===== config.mk =====
export PLATFORM = sky130hd
export DESIGN_NAME = machine_ctrl
export DESIGN_NICKNAME = d
export VERILOG_FILES = /design/src/rtl/machine_ctrl.sv
export SDC_FILE = /design/constraint.sdc
export NUM_CORES = 1
export LEC_CHECK = 0
export CAP_MARGIN = 20
export CORE_MARGIN = 2
export CORE_UTILIZATION = 42
export CTS_CLUSTER_SIZE = 14
export DETAILED_ROUTE_END_ITERATION = 10
export PLACE_DENSITY = 0.75
export SYNTH_ARGS = -nofsm -noshare
export SYNTH_HDL_FRONTEND = slang
export SYNTH_SLANG_ARGS = --single-unit

===== constraint.sdc =====
create_clock -name clk -period 1.5 [get_ports clk]
set_input_delay 0.225 -clock clk [delete_from_list [all_inputs] [get_ports clk]]
set_output_delay 0.225 -clock clk [all_outputs]
set_load 0.01 [all_outputs]

===== src/rtl/machine_ctrl.sv =====
// rtl/machine_ctrl.sv - 8-slot instruction-cycle sequencer for the 8-instruction RISC CPU
//
// Purpose: Steps through 8 slots per instruction: fetch the two IR bytes, decode, then execute.
//          Every control output is registered. The vector for slot k is computed while
//          state == k and captured on that edge, so it appears during the following clock.
//
// Ports:
//   clk          in   system clock, rising edge
//   rst          in   asynchronous active-high reset
//   ena          in   run enable; low parks the sequencer at slot 0 with all controls low
//   opcode[2:0]  in   IR[15:13], valid from slot 2 onward
//   zero         in   alu zero flag, sampled in slots 5 and 7 only
//   state[2:0]   out  current slot (0..7)
//   inc_pc, load_pc, load_acc, load_ir, rd, wr, datactl_ena, alu_ena, halt
//                out  registered control strobes
module machine_ctrl (
  input  logic       clk,
  input  logic       rst,
  input  logic       ena,
  input  logic [2:0] opcode,
  input  logic       zero,
  output logic [2:0] state,
  output logic       inc_pc,
  output logic       load_pc,
  output logic       load_acc,
  output logic       load_ir,
  output logic       rd,
  output logic       wr,
  output logic       datactl_ena,
  output logic       alu_ena,
  output logic       halt
);

  localparam logic [2:0] HLT = 3'b000;
  localparam logic [2:0] SKZ = 3'b001;
  localparam logic [2:0] ADD = 3'b010;
  localparam logic [2:0] AND = 3'b011;
  localparam logic [2:0] XOR = 3'b100;
  localparam logic [2:0] LDA = 3'b101;
  localparam logic [2:0] STO = 3'b110;
  localparam logic [2:0] JMP = 3'b111;

  logic [2:0] state_q, state_d;
  logic inc_pc_q, inc_pc_d;
  logic load_pc_q, load_pc_d;
  logic load_acc_q, load_acc_d;
  logic load_ir_q, load_ir_d;
  logic rd_q, rd_d;
  logic wr_q, wr_d;
  logic datactl_ena_q, datactl_ena_d;
  logic alu_ena_q, alu_ena_d;
  logic halt_q, halt_d;

  always_comb begin
    state_d       = 3'd0;
    inc_pc_d      = 1'b0;
    load_pc_d     = 1'b0;
    load_acc_d    = 1'b0;
    load_ir_d     = 1'b0;
    rd_d          = 1'b0;
    wr_d          = 1'b0;
    datactl_ena_d = 1'b0;
    alu_ena_d     = 1'b0;
    halt_d        = 1'b0;
    if (ena) begin
      state_d = state_q + 3'd1;
      // Opcode decoding uses case with an empty default, so an unknown
      // opcode falls through with every execute-phase strobe held low.
      case (state_q)
        3'd0: begin
          rd_d      = 1'b1;
          load_ir_d = 1'b1;
        end
        3'd1: begin
          rd_d      = 1'b1;
          load_ir_d = 1'b1;
          inc_pc_d  = 1'b1;
        end
        3'd2: begin
        end
        3'd3: begin
          inc_pc_d = 1'b1;
          case (opcode)
            HLT:     halt_d = 1'b1;
            default: ;
          endcase
        end
        3'd4: begin
          case (opcode)
            ADD, AND, XOR, LDA: begin
              rd_d      = 1'b1;
              alu_ena_d = 1'b1;
            end
            JMP:     load_pc_d     = 1'b1;
            STO:     datactl_ena_d = 1'b1;
            default: ;
          endcase
        end
        3'd5: begin
          case (opcode)
            ADD, AND, XOR, LDA: rd_d = 1'b1;
            SKZ:     inc_pc_d = zero;
            JMP: begin
              load_pc_d = 1'b1;
              inc_pc_d  = 1'b1;
            end
            STO:     datactl_ena_d = 1'b1;
            default: ;
          endcase
        end
        3'd6: begin
          case (opcode)
            ADD, AND, XOR, LDA: begin
              rd_d       = 1'b1;
              load_acc_d = 1'b1;
            end
            STO: begin
              wr_d          = 1'b1;
              datactl_ena_d = 1'b1;
            end
            default: ;
          endcase
        end
        3'd7: begin
          // Second half of the skip: two extra PC increments jump over one 2-byte instruction.
          case (opcode)
            SKZ:     inc_pc_d = zero;
            default: ;
          endcase
        end
        default: ;
      endcase
    end
  end

  always_ff @(posedge clk or posedge rst) begin
    if (rst) begin
      state_q       <= 3'd0;
      inc_pc_q      <= 1'b0;
      load_pc_q     <= 1'b0;
      load_acc_q    <= 1'b0;
      load_ir_q     <= 1'b0;
      rd_q          <= 1'b0;
      wr_q          <= 1'b0;
      datactl_ena_q <= 1'b0;
      alu_ena_q     <= 1'b0;
      halt_q        <= 1'b0;
    end else begin
      state_q       <= state_d;
      inc_pc_q      <= inc_pc_d;
      load_pc_q     <= load_pc_d;
      load_acc_q    <= load_acc_d;
      load_ir_q     <= load_ir_d;
      rd_q          <= rd_d;
      wr_q          <= wr_d;
      datactl_ena_q <= datactl_ena_d;
      alu_ena_q     <= alu_ena_d;
      halt_q        <= halt_d;
    end
  end

  assign state       = state_q;
  assign inc_pc      = inc_pc_q;
  assign load_pc     = load_pc_q;
  assign load_acc    = load_acc_q;
  assign load_ir     = load_ir_q;
  assign rd          = rd_q;
  assign wr          = wr_q;
  assign datactl_ena = datactl_ena_q;
  assign alu_ena     = alu_ena_q;
  assign halt        = halt_q;

endmodule


# Yosys cells after proc, flatten, opt, wreduce, memory -nomap -nowiden
# Cells that the tools add are included.
# classes
n_addsub	1
n_eq_ne	13
muxes	25
reduce_logical	7
# op_table
cell	count
== test 3 bit, second input constant	8
2-to-1 mux 1 bit	21
== test 3 x 2 -> 1 bit, second input constant	3
== test 3 x 1 -> 1 bit, second input constant	2
zero test 3 bit	2
OR reduction 2 bit	3
one-hot mux 1 bit (2 select lines)	2
OR reduction 4 bit	1
adder 3 x 1 -> 3 bit, second input constant	1
2-to-1 mux 3 bit	1
one-hot mux 1 bit (3 select lines)	1
OR reduction 3 bit	1
# totals
reg_bits	12
inputBits	7
out_inout_bits	12
word_cells	56

# Logic depth before layout (Yosys ltp)
# logic_depth
depth_word	5
ltp_mapped	5
mapped_depth_nobuf	5

# Worst setup path after synthesis
# OpenSTA, ideal clock, no wires.
# synth_path
path_type	register -> register
start	reg state_q[0] (netlist: state[0])
end	reg inc_pc_q (netlist: inc_pc)
setup_time_ns	0.124
t_arrival_ns	1.203
required_time_ns	1.376
setup_slack_ns	0.173
stages_incl_launch_ff	6
n_path_buf	0
synth_period_minus_slack_ns	1.327
cell_sequence	dfrtp_1 > ha_1 > ha_1 > a21oi_1 > nor4_1 > o31a_1
# synth_via
elab_chain_len	4
elab_cells_between_ends	7
cone_classes	eq/ne (4); mux (2); reduce/logical (1)
# synth_rtl
element	line	rtl
start, declared	43	logic [2:0] state_q, state_d;
start signal, assigned	149	state_q <= state_d;
== test 3 x 2 -> 1 bit / == test 3 x 1 -> 1 bit (equally long branches)	69	case (state_q)
OR reduction 2 bit (no line)	n/a	
one-hot mux 1 bit (3 select lines) (*)	69	
2-to-1 mux 1 bit (*)	65	if (ena) begin
named net inc_pc_d	44	logic inc_pc_q, inc_pc_d;
end signal, assigned	150	inc_pc_q <= inc_pc_d;
end, declared	44	
# Mark *: on every way through the listed nets, which the timed path passes. The rest lies on a longest branch.

# Worst setup path after layout
# layout_path
start	reg state_q[0] (netlist: state[0])
end	out state[0]
# layout_rtl
element	line	rtl
end, declared	22	output logic [2:0] state,
# No word-level cell between the ends.

==> results.json <==
{
  "crit_type": "register to primary output",
  "core-area_um2": 1156,
  "vias": 437,
  "outcome": "completed",
  "power.leakage_nw": 0.3786,
  "synth_top_area_frac": 0.5505,
  "yosysWarnings": 0,
  "chipWidth_um": 40.04,
  "r2r-end": "inc_pc$_DFF_PP0_",
  "worst-r2r-cell-count": 5,
  "tightest_slew_ns": 0.4508,
  "slew_headroom": 0.6992,
  "dpl.hpwl_um": 769.7,
  "grt_max_degree": 13,
  "cts_buffer_depth": 2,
  "cp_top_family": "buffers and inverters",
  "syn_avg_cell_area_um2": 11.61,
  "antenna_found_initial": 0,
  "slowest_delay_ns": 0.55,
  "drt-total-wl_um": 1027,
  "max_freq_ghz": 0.6864,
  "required_ns": 1.27,
  "ant_nets": 0,
  "start_util": 0.4719,
  "crit_path_top_delay_cell": "clkdlybuf4s50_1",
  "skew_ns": 0.003435,
  "seqCellArea_um2": 301.5,
  "crit_chain": "clkdlybuf4s50_1",
  "cts_tree": "built",
  "gp_congestion": 0.8132,
  "cp_max_fo": 4,
  "synth_nets": 60,
  "clkLatencyLatePin_ns": 0.27,
  "clkTransAtPathRegs_ns": 0.08,
  "nFillCells": 96,
  "gr-total-overflow": 0,
  "post_dp_cell_area_um2": 743.2,
  "cp_num_buf_inv": 1,
  "htreeDepth": 1,
  "r2r_slack_ns": 0.15,
  "multi_input_comb_area_um2": 226.5,
  "grt_pass1_wl_um": 1614,
  "cts_buffers": 3,
  "period_share": 0.9712,
  "drive_gt1_frac": 0.1268,
  "grt_pass1_vias": 401,
  "layout_min_cycle_time_ns": 1.457,
  "routedWlPerCell_um": 12.08,
  "synth.area.top_cells": "dfrtp_1 (55%), ha_1 (14%), and2_1 (4.6%)",
  "synth_cell_type_count": 17,
  "slew_violations": 0,
  "die_y_um": 40.04,
  "track_usage": 0.1581,
  "dr.pass1.iters": 4,
  "synth-seq-cells": 12,
  "rows": 12,
  "cp_data_arrival_time_ns": 1.23,
  "finalSetupViolCount": 0,
  "drc": 0,
  "end_kind": "primary output",
  "p_per_area_nw_per_um2": 915.1,
  "io_pins": 19,
  "portBuffers": 18,
  "seq_area_frac_synth": 0.5505,
  "drtIter0Drc": 7,
  "ir_drop_uv": 715.1,
  "cts-root-buf": "clkbuf_4",
  "routed_via_density": 5.141,
  "antenna_cells": 0,
  "syn_area_um2": 545.5,
  "area_delta_synth_final_pct": 46.33,
  "dieArea_um2": 1603,
  "rsz0062_at_grt": "false",
  "r2r_start": "state[0]$_DFF_PP0_",
  "yosysTopAreaCell": "dfrtp_1",
  "hp-class": "input pin to async pin",
  "startpoint_type": "register",
  "maxCapViolCount": 0,
  "hold_viol": 0,
  "cts_hold_buf": 0,
  "tns_ns": 0,
  "synth_cells": 47,
  "cts.sinks": 12,
  "num-nets-final": 85,
  "design_area_um2": 798.3
}
cell type report:
cell class                 count  area share
clock buffer                   4     0.04545
inverter                       5     0.02351
multi-input combinational     30      0.2837
sequential                    12      0.3777
tap                           14     0.02194
timing repair buffer          20      0.2476
registers in the layout (all words and copies together), names as in the netlist:
register / count
alu_ena: 1
datactl_ena: 1
halt: 1
inc_pc: 1
load_acc: 1
load_ir: 1
load_pc: 1
rd: 1
state: 3
wr: 1
kinds of logic after synthesis:
family / share of synthesized area
xor+xnor: 0.01606
flops: 0.5505
compound gates: 0.08256
buf+inv: 0.03441
fa+ha+maj: 0.1376
simple gates: 0.1789
placed cells by master, fill, tap and decap left out:
cell and n:
nand4_1 1, dlymetal6s2s_1 1, nor2_1 4, nor3_1 1, a221oi_2 1, buf_4 2, ha_1 6, nor3b_1 1
clkbuf_4 3, clkbuf_8 1, xnor2_1 1, nand3_1 1, inv_1 5, and2_1 4, dfrtp_1 11, nand2_1 3
a21oi_1 1, dfrtp_2 1, nor3_2 1, nor4_1 2, clkdlybuf4s50_1 17, a21boi_0 1, o31a_1 2
where the power goes:
part           internal (mW)  switching (mW)  leakage [nW]  total (mW)
sequential             0.339         0.00839         0.160       0.347
combinational         0.0644          0.0615         0.198       0.126
clock                  0.148           0.110        0.0210       0.258
total                  0.551           0.180         0.379       0.731
repair_timing:
action / in CTS / in global routing
resized for setup: 1 / 1
setup endpoints to repair: 1 / 2
setup buffers: 1 / 1
metrics by stage:
stage               worst slack, ns  power [mW]  hold WS, ns  cells  utilization
finish                      0.04321      0.7305       0.2515     85       0.6905
floorplan                    0.1730      0.4101      0.08970     47            -
global route                0.01741      0.7581       0.3314     85       0.6905
global placement             0.1278      0.4726       0.4857     79       0.6429
CTS                        0.005297      0.7326       0.2709     84       0.6818
detailed placement           0.1046      0.4751       0.5137     79       0.6429
cells in the mapped netlist, drive strengths merged:
| cell | n |
|---|---|
| xnor2 | 1 |
| nor4 | 2 |
| and2 | 4 |
| nor2 | 4 |
| ha | 6 |
| nor3b | 1 |
| nand2 | 3 |
| o31a | 2 |
| a21boi | 1 |
| a221oi | 1 |
| nand3 | 1 |
| inv | 5 |
| a21oi | 1 |
| dfrtp | 12 |
| nand4 | 1 |
| nor3 | 2 |
per-layer routing:
metal | track usage | vias up | part of all wire
li1 | - | 208 | -
met1 | 0.1678 | 205 | 0.42
met2 | 0.2661 | 19 | 0.50
met3 | 0.03889 | 5 | 0.057
met4 | 0.1207 | 0 | 0.024
met5 | 0 | - | 0
worst max path at each step:
stage,startpoint,endpoint,cells after the start
CTS,state[0]$_DFF_PP0_,state[0],1
global route,state[0]$_DFF_PP0_,state[0],1
floorplan,state[0]$_DFF_PP0_,inc_pc$_DFF_PP0_,5
detailed placement,opcode[1],alu_ena$_DFF_PP0_,4
global placement,opcode[1],alu_ena$_DFF_PP0_,4
finish,state[0]$_DFF_PP0_,state[0],1
(Power assumes the default switching activity.)
